$ cat src/rtl/alu_pkg.sv
// Shared ALU definitions: opcode encoding and the packed command word
// that the sequencer queues.
package alu_pkg;

   typedef enum logic [2:0] {
      OP_OR   = 3'b000,
      OP_NAND = 3'b001,
      OP_XOR  = 3'b010,
      OP_MUL  = 3'b011,
      OP_ADD  = 3'b100,
      OP_INC  = 3'b101,
      OP_SUB  = 3'b110,
      OP_SHR  = 3'b111
   } alu_op_e;

   typedef struct packed {
      logic [3:0] a;
      logic [3:0] b;
      logic [2:0] key;
   } alu_cmd_t;

endpackage

$ cat src/rtl/alu_cmd_sequencer_alu.sv
// Combinational 4-bit ALU producing an 8-bit answer; logic ops are
// zero-extended, arithmetic wraps modulo 256.
module alu_cmd_sequencer_alu
   import alu_pkg::*;
(
   input  logic [3:0] a_i,
   input  logic [3:0] b_i,
   input  logic [2:0] key_i,
   output logic [7:0] answer_o
);

   logic [7:0] a8;
   logic [7:0] b8;

   assign a8 = {4'h0, a_i};
   assign b8 = {4'h0, b_i};

   always_comb begin
      answer_o = 8'h00;
      case (alu_op_e'(key_i))
         OP_OR:   answer_o = a8 | b8;
         OP_NAND: answer_o = {4'h0, ~(a_i & b_i)};
         OP_XOR:  answer_o = a8 ^ b8;
         OP_MUL:  answer_o = a8 * b8;
         OP_ADD:  answer_o = a8 + b8;
         OP_INC:  answer_o = a8 + 8'd1;
         OP_SUB:  answer_o = a8 - b8;
         OP_SHR:  answer_o = a8 >> 1;
         default: answer_o = 8'h00;
      endcase
   end

endmodule

$ cat src/rtl/alu_cmd_sequencer.sv
// Command FIFO feeding a combinational ALU from its head entry; results
// leave through a one-entry registered output stage.
module alu_cmd_sequencer
   import alu_pkg::*;
#(
   parameter int DEPTH = 4
) (
   input  logic                     clk,
   input  logic                     rst_n,
   input  logic                     in_valid,
   output logic                     in_ready,
   input  logic [3:0]               in_a,
   input  logic [3:0]               in_b,
   input  logic [2:0]               in_key,
   output logic                     out_valid,
   input  logic                     out_ready,
   output logic [7:0]               out_answer,
   output logic [2:0]               out_key,
   output logic [$clog2(DEPTH):0]   level
);

   localparam int AW = $clog2(DEPTH);
   localparam logic [AW:0]   FULL_LEVEL = (AW+1)'(DEPTH);
   localparam logic [AW:0]   LVL_ONE    = (AW+1)'(1);
   localparam logic [AW-1:0] PTR_ONE    = AW'(1);

   typedef enum logic {S_EMPTY = 1'b0, S_FULL = 1'b1} out_state_e;

   alu_cmd_t      mem_q [DEPTH];
   logic [AW-1:0] wr_ptr_q, wr_ptr_d;
   logic [AW-1:0] rd_ptr_q, rd_ptr_d;
   logic [AW:0]   level_q, level_d;
   logic          init_q;
   out_state_e    state_q;
   logic          out_valid_q;
   logic [7:0]    answer_q;
   logic [2:0]    key_q;

   alu_cmd_t      cmd_in;
   alu_cmd_t      head;
   logic [7:0]    alu_answer;
   logic          push, pop, stage_free;

   assign cmd_in     = '{a: in_a, b: in_b, key: in_key};
   assign head       = mem_q[rd_ptr_q];
   // init_q keeps in_ready low until the first edge after reset release
   assign in_ready   = init_q && (level_q < FULL_LEVEL);
   assign push       = in_valid && in_ready;
   assign stage_free = (state_q == S_EMPTY) || out_ready;
   assign pop        = (level_q != '0) && stage_free;

   assign out_valid  = out_valid_q;
   assign out_answer = answer_q;
   assign out_key    = key_q;
   assign level      = level_q;

   alu_cmd_sequencer_alu u_alu (
      .a_i      (head.a),
      .b_i      (head.b),
      .key_i    (head.key),
      .answer_o (alu_answer)
   );

   always_comb begin
      wr_ptr_d = wr_ptr_q;
      rd_ptr_d = rd_ptr_q;
      level_d  = level_q;
      if (push) wr_ptr_d = wr_ptr_q + PTR_ONE;
      if (pop)  rd_ptr_d = rd_ptr_q + PTR_ONE;
      if (push && !pop)      level_d = level_q + LVL_ONE;
      else if (pop && !push) level_d = level_q - LVL_ONE;
   end

   always_ff @(posedge clk) begin
      if (push) mem_q[wr_ptr_q] <= cmd_in;
   end

   always_ff @(posedge clk or negedge rst_n) begin
      if (!rst_n) begin
         wr_ptr_q <= '0;
         rd_ptr_q <= '0;
         level_q  <= '0;
         init_q   <= 1'b0;
      end else begin
         wr_ptr_q <= wr_ptr_d;
         rd_ptr_q <= rd_ptr_d;
         level_q  <= level_d;
         init_q   <= 1'b1;
      end
   end

   always_ff @(posedge clk or negedge rst_n) begin
      if (!rst_n) begin
         state_q     <= S_EMPTY;
         out_valid_q <= 1'b0;
         answer_q    <= 8'h00;
         key_q       <= 3'b000;
      end else begin
         case (state_q)
            S_EMPTY: begin
               if (pop) begin
                  state_q     <= S_FULL;
                  out_valid_q <= 1'b1;
                  answer_q    <= alu_answer;
                  key_q       <= head.key;
               end
            end
            S_FULL: begin
               if (pop) begin
                  answer_q <= alu_answer;
                  key_q    <= head.key;
               end else if (out_ready) begin
                  state_q     <= S_EMPTY;
                  out_valid_q <= 1'b0;
               end
            end
            default: begin
               state_q     <= S_EMPTY;
               out_valid_q <= 1'b0;
            end
         endcase
      end
   end

endmodule

$ cat config.mk
export PLATFORM = sky130hd
export DESIGN_NAME = alu_cmd_sequencer
export DESIGN_NICKNAME = d
export VERILOG_FILES = /design/src/rtl/alu_pkg.sv /design/src/rtl/alu_cmd_sequencer_alu.sv /design/src/rtl/alu_cmd_sequencer.sv
export SDC_FILE = /design/constraint.sdc
export NUM_CORES = 1
export LEC_CHECK = 0
export ABC_CLOCK_PERIOD_IN_PS = 9700
export BUFFER_PORTS_ARGS = -buffer_cell sky130_fd_sc_hd__buf_2
export CAP_MARGIN = 20
export CORE_ASPECT_RATIO = 0.7
export CORE_MARGIN = 2
export CORE_UTILIZATION = 55
export DETAILED_ROUTE_END_ITERATION = 16
export GPL_ROUTABILITY_DRIVEN = 0
export GPL_TIMING_DRIVEN = 0
export PLACE_DENSITY = 0.84
export SKIP_LAST_GASP = 1
export SLEW_MARGIN = 20
export SYNTH_ARGS = -nofsm -noshare
export SYNTH_HDL_FRONTEND = slang
export SYNTH_SLANG_ARGS = --single-unit
$ cat constraint.sdc
create_clock -name clk -period 9.7 [get_ports clk]
set_clock_uncertainty 0.1 [all_clocks]
set_input_delay 1.94 -clock clk [delete_from_list [all_inputs] [get_ports clk]]
set_output_delay 1.94 -clock clk [all_outputs]
set_load 0.01 [all_outputs]
==> reports/metrics.csv, run 1 <==
metric,value,unit
status,completed,
core area,6310,um^2
number of synthesized register bits,65,
drt drc,0,
Hold Crit Class,reg -> reg,
Yosys cell types,52,
CTS Root Cell,clkbuf_8,
Util after Layout,64.9,%
port bufs,30,
CTS Buf Count,9,
Die X,101,um
PostCTS Resize Cnt,0,
Synth Cell Area,3640,um^2
DP Wirelength,5.26,mm
wire per inst,17.4,um
CP endpoint kind,flip-flop,
area grow syn2layout,12.3,%
Ports,31,
layout cells sized above 1,21.8,%
max-cap violations,0,
Pleak,1.75,nW
H-tree depth,3,
Clock Sinks,65,
dpl cells,392,
Hold Path Cell Cnt,1,
"FFs w/ async S/R, synth",32.3,%
worst skew pair latency,0.35,ns
arrival time worst endpoint,4.22,ns
Initial DRC Count,129,
postcts setup bufs,0,
worst setup margin,5.64,ns
"commonest non-fill, non-tap cell in the layout",edfxtp_1,
initial antenna violation count,0,
Post-synth EDFFs,44,
setup TNS,0,ns
max-slew violations,0,
DR vias/cell,5.75,
die area,7300,um^2
final hold viol count,0,
total gr overflow,0,
Cells after Synth,284,
Worst Setup Start Kind,flip-flop,
fin crit share,41.8,%
Slew HR,59.1,%
largest net degree at the start of global routing,22,
CP Class,reg -> reg,
Finish-stage setup viols,0,
Syn. warnings,0,
FP Rows,24,
Clock Pin Slew Worst Setup and Hold Paths,0.07,ns
most frequent cells in the layout,"edfxtp_1, buf_2, ha_1",
Tot Pwr,0.00151,W
final net count,380,
Setup WS pre-CTS,5.37,ns
first-pass GRT wire length,11.5,mm
RSZ-0062 raised after global routing,no,
Vias,2348,
Final Critical Period,4.06,ns
Die H,72.1,um
register area share after synthesis,50.7,%
Crit Path Max Fanout,10,
Synth Area per Inst,12.8,um^2
Worst R2R Path Depth,13,
hold bufs inserted after CTS,0,
GRT Overall Usage,21.3,%
CTS tree,done,
synthesized net count,339,
Slew @ Worst Pin,0.613,ns
fmax,247,MHz
Power Density,368,nW/um^2
CP required,9.87,ns
Peak VDD IR,212,uV
clk buf depth,2,
DRT antenna net count,0,
Initial Util,57.7,%
Pre-antenna DRT Iters,4,
vias in the first global route,2365,
"Primary FF master, synth",edfxtp_1,
final WL,7.09,mm
Diodes inserted,0,
Post-Layout Cell Count,408,
==> layout make-up <==
class,count,area (um^2)
inverter,26,97.6
tap,78,97.6
clock buffer,9,124
fill,477,2220
sequential,65,1850
clock inverter,7,77.6
timing repair buffer,30,150
buffer,9,53.8
multi-input combinational,184,1640
==> critical path, stage by stage, from the launching register on <==
cell,delay [ns]
dfrtp_1,0.35
buf_6,0.14
buf_2,0.33
mux4_2,0.70
nand2_1,0.15
fa_1,0.42
inv_1,0.09
fa_1,0.41
ha_1,0.29
a21o_1,0.16
a31oi_1,0.14
o311ai_0,0.41
a21oi_1,0.12
o21ai_0,0.17
==> metal layers <==
metal / routed length, um / global-route usage, %
met1: 3290 / 29.1
met4: 107 / 7.06
met3: 378 / 5.59
met2: 3310 / 33.6
met5: 0 / 0
==> cells in the mapped netlist, types with 3 or more instances <==
| master | count | area (um^2) |
|---|---|---|
| a21oi_1 | 6 | 30.0 |
| xor2_1 | 3 | 26.3 |
| a211oi_1 | 3 | 22.5 |
| and2_1 | 5 | 31.3 |
| ha_1 | 33 | 413 |
| mux2i_1 | 3 | 30.0 |
| mux4_2 | 11 | 248 |
| nand2b_1 | 4 | 25.0 |
| o21ai_0 | 9 | 45.0 |
| inv_1 | 26 | 97.6 |
| xnor2_1 | 8 | 70.1 |
| buf_2 | 4 | 20.0 |
| dfrtp_1 | 21 | 526 |
| nand2_1 | 23 | 86.3 |
| and3_1 | 5 | 31.3 |
| a21o_1 | 4 | 30.0 |
| a31oi_1 | 4 | 25.0 |
| nor2_1 | 17 | 63.8 |
| edfxtp_1 | 44 | 1320 |
| nor2b_1 | 4 | 25.0 |
| fa_1 | 7 | 140 |
==> through the flow <==
stage	cell area, um^2	hold WS, ns
2_1_floorplan	3640	0.319
3_3_place_gp	3890	0.327
3_5_place_dp	3890	0.338
4_1_cts	4090	0.350
5_1_grt	4090	0.378
6_report	4090	0.349
==> logic make-up after synthesis <==
kind of cell	after synthesis	synth area share, %
multiplexers	16	8.25
AND/OR/NAND/NOR	71	10.0
other	1	0.103
adder cells (fa/ha/maj)	40	15.2
XOR/XNOR	11	2.65
flip-flops	65	50.7
buffers and inverters	35	4.16
AO/OA/AOI/OAI	45	8.93
==> state kept, by name, summed over array words and instances, names as in the netlist <==
name        flops
mem_q          44
out_answer      8
rd_ptr_q        2
level           3
wr_ptr_q        2
out_key         3
state_q         1
init_q          1
out_valid       1
==> report_power, final <==
| group | internal, W | switching (W) |
|---|---|---|
| combinational | 0.000384 | 0.000507 |
| sequential | 0.000352 | 0.0000309 |
| clock | 0.000121 | 0.000111 |
| total | 0.000857 | 0.000649 |
==> worst paths after layout <==
check / startpoint / endpoint / slack [ns]
worst max-delay path: rd_ptr_q[0] / out_answer[7] / 5.64
worst min-delay path: state_q / out_valid / 0.35
worst max register to register: rd_ptr_q[0] / out_answer[7] / 5.64
worst min register to register: state_q / out_valid / 0.35
max in group asynchronous: rst_n / out_answer[3] / 7.73
min in group asynchronous: rst_n / wr_ptr_q[1] / 1.44
No activity file was read; power rests on OpenSTA's default activity.
==> run 2, diff against run 1 <==
--- a/config.mk
+++ b/config.mk
@@ -5,16 +5,17 @@
 export SDC_FILE = /design/constraint.sdc
 export NUM_CORES = 1
 export LEC_CHECK = 0
-export ABC_CLOCK_PERIOD_IN_PS = 9700
+export ABC_AREA = 1
+export ABC_CLOCK_PERIOD_IN_PS = 3570
 export BUFFER_PORTS_ARGS = -buffer_cell sky130_fd_sc_hd__buf_2
 export CAP_MARGIN = 20
 export CORE_ASPECT_RATIO = 0.7
 export CORE_MARGIN = 2
-export CORE_UTILIZATION = 55
+export CORE_UTILIZATION = 54
 export DETAILED_ROUTE_END_ITERATION = 16
 export GPL_ROUTABILITY_DRIVEN = 0
 export GPL_TIMING_DRIVEN = 0
-export PLACE_DENSITY = 0.84
+export PLACE_DENSITY = 0.86
 export SKIP_LAST_GASP = 1
 export SLEW_MARGIN = 20
 export SYNTH_ARGS = -nofsm -noshare
==> constraint.sdc (replaced) <==
create_clock -name clk -period 3.57 [get_ports clk]
set_clock_uncertainty 0.1 [all_clocks]
set_input_delay 0.714 -clock clk [delete_from_list [all_inputs] [get_ports clk]]
set_output_delay 0.714 -clock clk [all_outputs]
set_load 0.01 [all_outputs]
==> run 2 against run 1 <==
Against the previous run:
- worst hold slack got worse by 0.13 ns
- first-iteration DRC count rose to 2.6 times the previous value
- wire length rose by 33%
- maximum frequency rose by 14%
- flip-flop and latch count is the same
- critical path type unchanged
==> reports/metrics.csv, run 2 <==
metric,value,unit,change
status,completed,,
port bufs,30,,unchanged
"Primary FF master, synth",edfxtp_1,,
worst skew pair latency,0.33,ns,-0.02 ns
CP endpoint kind,flip-flop,,
Synth Area per Inst,9.57,um^2,-25%
Slew @ Worst Pin,1.12,ns,+0.507 ns
Hold Crit Class,in -> async,,
post-synth top area share,34.8,%,-1.5 points
drt drc,0,,unchanged
Finish-stage setup viols,0,,unchanged
largest net degree at the start of global routing,22,,unchanged
Slew HR,25.1,%,-34 points
placed cell area,4080,um^2,+4.8%
Largest register FFs,44,,unchanged
Initial Util,56.0,%,-1.7 points
CTS Buf Count,9,,unchanged
max-slew violations,0,,unchanged
Die H,74.2,um,+2.9%
CP required,3.70,ns,-6.17 ns
CTS Root Cell,clkbuf_8,,
layout cells sized above 1,23.8,%,+1.9 points
first-pass GRT wire length,13.5,mm,+18%
"FFs w/ async S/R, synth",32.3,%,unchanged
Worst Setup Start Kind,flip-flop,,
crit-path max cell delay,0.56,ns,-0.14 ns
total gr overflow,0,,unchanged
core area,6790,um^2,+7.6%
Initial DRC Count,332,,+160%
Clock Sinks,65,,unchanged
DRT antenna net count,0,,unchanged
FP Rows,25,,+4.2%
DP Wirelength,5.79,mm,+10%
largest area contributor in the netlist,edfxtp_1,,
Ports,31,,unchanged
Synth Cell Area,3800,um^2,+4.4%
Pre-antenna DRT Iters,7,,+3
final net count,513,,+35%
synthesized net count,452,,+33%
most frequent cell after synthesis,nand2_1,,
Die X,104,um,+3.0%
H-tree depth,3,,unchanged
CP cell instances,buf_6 -> buf_6 -> nand2_1 -> a32oi_4 -> nand2_2 -> fa_1 -> inv_1 -> fa_1 -> inv_1 -> fa_2 -> o21ai_2 -> xnor2_1 -> o21ai_0 -> nand2_1 -> nand2_1,,
wire per inst,16.9,um,-2.6%
CTS tree,done,,
clk buf depth,2,,unchanged
crit-path most repeated cell,nand2_1,,
area grow syn2layout,21.3,%,
Diodes inserted,0,,unchanged
Clock Pin Slew Worst Setup and Hold Paths,0.08,ns,about the same
register area share after synthesis,48.6,%,-2.1 points
DR vias/cell,5.58,,-3.0%
initial antenna violation count,0,,unchanged
worst setup margin,0.0251,ns,-5.62 ns
arrival time worst endpoint,3.67,ns,-0.55 ns
die area,7740,um^2,+6.0%
CP Class,reg -> reg,,
critical path's slowest cell,fa_1,,
register with the most flip-flops,mem_q,,
cell area after layout,4610,um^2,+13%
Cells after Synth,397,,+40%
max-cap violations,0,,unchanged
"top cells by count, synth","nand2_1, edfxtp_1, inv_1, nor2_1, ha_1",,
Post-synth EDFFs,44,,unchanged
Setup WS pre-CTS,-0.404,ns,-5.77 ns
number of synthesized register bits,65,,unchanged
Yosys cell types,33,,-37%
"commonest non-fill, non-tap cell in the layout",nand2_1,,
GRT Overall Usage,22.9,%,+1.6 points
fin crit share,99.3,%,+57 points
final hold viol count,0,,unchanged
Fin Hold WS,0.219,ns,-0.130 ns
top post-synthesis cells by area,"edfxtp_1, dfrtp_1, ha_1, nand2_1, inv_1",,
Final Critical Period,3.54,ns,-0.511 ns
Vias,3109,,+32%
setup TNS,0,ns,unchanged
final WL,9.43,mm,+33%
Crit Path Max Fanout,10,,unchanged
fmax,282,MHz,+14%
vias in the first global route,2788,,+18%
Syn. warnings,0,,unchanged
most frequent cells in the layout,"nand2_1, edfxtp_1, inv_1",,
## run 2: cell count changes in the layout (fill, tap and decap cells not counted), sizes merged, moves of 5 or more
| cell | change |
|---|---|
| nand2 | +85 |
| nor2 | +25 |
| nand3 | +24 |
| inv | +23 |
| buf | +19 |
| a21oi | +15 |
| mux4 | -11 |
| and2 | -6 |
| a32oi | +5 |
| and3 | -5 |
| nor2b | -5 |
## run 2: logic make-up (layout without fill, tap and decap cells)
family / count (synthesis) / after routing / share of synthesized area, %
AOI/OAI and AO/OA: 42 / 42 / 7.54
xor gates and xnor gates: 9 / 9 / 2.07
adders and majority gates: 40 / 40 / 14.5
buffers and inverters: 58 / 124 / 6.88
DFF: 65 / 65 / 48.6
muxes: 1 / 1 / 0.296
other: 1 / 1 / 0.0987
and+or+nand+nor: 181 / 181 / 20.0
## run 2: through the flow
stage          instances  utilization, %
2_1_floorplan        397               -
3_3_place_gp         521            60.1
3_5_place_dp         521            60.1
4_1_cts              548            65.0
5_1_grt              557            67.9
6_report             557            67.9
## run 2: repair_timing
action / 4_1_cts / 5_1_grt
gates cloned: 0 / 3
setup endpoints to repair: 5 / 5
pin swaps: 5 / 12
gates resized for setup: 10 / 20
setup buffers: 12 / 6
hold buffers: 0 / 0
## run 2: routing by layer
layer / global-route usage (%) / vias to the layer above / part of all wire [%]
met5: 0 / - / 0
met2: 39.2 / 163 / 50
met3: 6.22 / 18 / 8.2
met4: 6.46 / 0 / 1.3
met1: 29.3 / 1499 / 40
li1: - / 1429 / -
## run 2: worst max-delay path: cells and delay by family (launching register included)
kind	cells	cell delay, ns
AO/OA/AOI/OAI	3	0.53
XOR/XNOR	1	0.15
adder cells (fa/ha/maj)	3	1.48
buffers and inverters	4	0.41
flip-flops	1	0.43
AND/OR/NAND/NOR	4	0.33
## run 2: final cells by class
type                    instances  area, um^2
flip-flops and latches         65        1850
inverters                      48         198
clock inverters                 7        86.3
multi-input cells             274        1780
repair buffers                 51         360
well taps                      94         118
fillers                       454        2180
plain buffers                   9         100
clock buffers                   9         124
## run 2: final timing paths
path                                from            end  slack [ns]  depth (start not counted)
max                          rd_ptr_q[0]  out_answer[6]        0.03                         15
min                                rst_n  out_answer[3]        0.22                          1
max reg2reg                  rd_ptr_q[0]  out_answer[6]        0.03                         15
min reg2reg                out_answer[3]  out_answer[3]        0.38                          2
max in group asynchronous          rst_n    rd_ptr_q[0]        2.79                          1
min in group clk           out_answer[3]  out_answer[3]        0.38                          2
Power of run 2 is not shown: default switching activity piles up to over one toggle a cycle in this logic, so the estimate is an artifact.
==> run 3, diff against run 2 <==
--- a/config.mk
+++ b/config.mk
@@ -15,7 +15,7 @@
 export DETAILED_ROUTE_END_ITERATION = 16
 export GPL_ROUTABILITY_DRIVEN = 0
 export GPL_TIMING_DRIVEN = 0
-export PLACE_DENSITY = 0.86
+export PLACE_DENSITY = 0.87
 export SKIP_LAST_GASP = 1
 export SLEW_MARGIN = 20
 export SYNTH_ARGS = -nofsm -noshare
==> run 3 against run 2 <==
Against the previous run:
- the flow now finishes with violations (negative setup slack)
- sequential share of layout area shrank 0.64 points
- via count grew 0.96%
- utilization up 1.1 points
- wire length is 3.6% higher
- maximum frequency down 2.1%
- global-route usage is 1.1 points higher
- die area stayed put
- final cell count up 1.1%
- final area is 1.5% higher
- critical path type unchanged
- highest routed layer unchanged
==> reports/metrics.csv, run 3 (synthesis gave the netlist of run 2 again) <==
metric,value,unit,change
first-pass GRT wire length,14.1,mm,+4.5%
final WL,9.77,mm,+3.6%
GRT Overall Usage,24.0,%,+1.1 points
Die H,74.2,um,unchanged
Die X,104,um,unchanged
worst setup margin,-0.0525,ns,-0.0776 ns
RSZ-0062 raised after global routing,yes,,
Bufs and invs on worst path,7,,+3
total gr overflow,0,,unchanged
placed cell area,4080,um^2,unchanged
status,finished with violations,,
Clock Pin Slew Worst Setup and Hold Paths,0.08,ns,about the same
Slew HR,23.8,%,-1.3 points
final net count,519,,+1.2%
Pre-antenna DRT Iters,7,,unchanged
CP endpoint kind,flip-flop,,
Largest register FFs,44,,unchanged
fin crit share,101,%,+2.2 points
CTS tree,done,,
"commonest non-fill, non-tap cell in the layout",nand2_1,,
Vias,3139,,+0.96%
initial antenna violation count,0,,unchanged
Initial DRC Count,181,,-45%
H-tree depth,3,,unchanged
wire per inst,17.3,um,+2.5%
max-slew violations,0,,unchanged
DR vias/cell,5.58,,-0.11%
Diodes inserted,0,,unchanged
final hold viol count,0,,unchanged
crit-path max cell delay,0.43,ns,-0.13 ns
critical path's slowest cell,dfrtp_1,,
CP required,3.71,ns,about the same
Filler Cells Inserted,460,,+1.3%
Finish-stage setup viols,3,,+3
Initial Util,56.0,%,unchanged
cell area after layout,4680,um^2,+1.5%
failing checks,negative setup slack,,
most frequent cells in the layout,"nand2_1, edfxtp_1, inv_1",,
arrival time worst endpoint,3.76,ns,+0.09 ns
hold bufs inserted after CTS,0,,unchanged
register with the most flip-flops,mem_q,,
Final Critical Period,3.62,ns,+0.0776 ns
CP Class,reg -> reg,,
Worst Setup Start Kind,flip-flop,,
Hold Crit Class,in -> async,,
FP Rows,25,,unchanged
worst skew pair latency,0.35,ns,+0.02 ns
core area,6790,um^2,unchanged
die area,7740,um^2,unchanged
Util after Layout,69.0,%,+1.1 points
CTS Root Cell,clkbuf_8,,
vias in the first global route,2995,,+7.4%
drt drc,0,,unchanged
max-cap violations,0,,unchanged
layout cells sized above 1,26.4,%,+2.7 points
Slew @ Worst Pin,1.14,ns,+0.0187 ns
port bufs,30,,unchanged
largest net degree at the start of global routing,22,,unchanged
clk buf depth,2,,unchanged
CP top delay family,adder cells,,
DP Wirelength,6.09,mm,+5.2%
Crit Path Max Fanout,8,,-2
fmax,276,MHz,-2.1%
DRT antenna net count,0,,unchanged
area grow syn2layout,23.2,%,
CP cell instances,inv_2 -> buf_6 -> buf_8 -> nand2_1 -> a32oi_4 -> buf_4 -> buf_4 -> inv_1 -> nor2_1 -> ha_1 -> ha_1 -> ha_1 -> inv_1 -> fa_2 -> o21ai_2 -> xnor2_1 -> o21ai_0 -> nand2_1 -> nand2_1,,
Clock Sinks,65,,unchanged
Ports,31,,unchanged
CTS Buf Count,9,,unchanged
==> run 3: changes by cell type in the layout (fill, tap and decap cells not counted), sizes merged <==
cell      change
clkinv        -1
buf           +9
clkbuf        -2
bufinv        +1
inv           -2
clkinvlp      +1
==> run 3: layout make-up <==
type / instances / area (um^2) / share of cell area [%]
Sequential cell: 65 / 1850 / 39.4
Inverter: 48 / 190 / 4.06
Clock inverter: 6 / 92.6 / 1.98
Timing Repair Buffer: 56 / 349 / 7.45
Buffer: 10 / 111 / 2.38
Clock buffer: 10 / 128 / 2.73
Multi-Input combinational cell: 274 / 1850 / 39.5
Tap cell: 94 / 118 / 2.51
==> run 3: path summary, 6_finish.rpt <==
| kind | start | end | slack (ns) | depth (start not counted) |
|---|---|---|---|---|
| min in group clk | out_answer[4] | out_answer[4] | 0.38 | 2 |
| worst max-delay path | rd_ptr_q[0] | out_answer[6] | -0.05 | 19 |
| worst max register to register | rd_ptr_q[0] | out_answer[6] | -0.05 | 19 |
| max in group asynchronous | rst_n | out_key[1] | 2.81 | 1 |
| worst min register to register | out_answer[4] | out_answer[4] | 0.38 | 2 |
| worst min-delay path | rst_n | level[2] | 0.21 | 1 |
==> run 3: layer usage <==
metal  GRT usage (%)  routed length (um)
met5               0                   0
met4            10.1                 311
met3            5.70                 703
met2            42.5                4960
met1            29.0                3790
==> run 3: through the flow <==
step / setup WS, ns / hold slack, ns / setup TNS [ns] / cells
floorplan: 0.00620 / 0.318 / 0 / 397
global placement: -0.326 / 0.361 / -0.923 / 521
detailed placement: -0.481 / 0.366 / -1.65 / 521
CTS: 0.00457 / 0.219 / 0 / 546
global route: -0.205 / 0.247 / -0.791 / 563
finish: -0.0525 / 0.214 / -0.121 / 563
==> run 3: repair_timing <==
action | in CTS | in global routing
buffers inserted | 9 | 17
hold endpoints to repair | 0 | 0
pin swaps | 5 | 13
setup endpoints to repair | 5 | 5
resized for setup | 18 | 25
Power of run 3 is left out for the same reason.
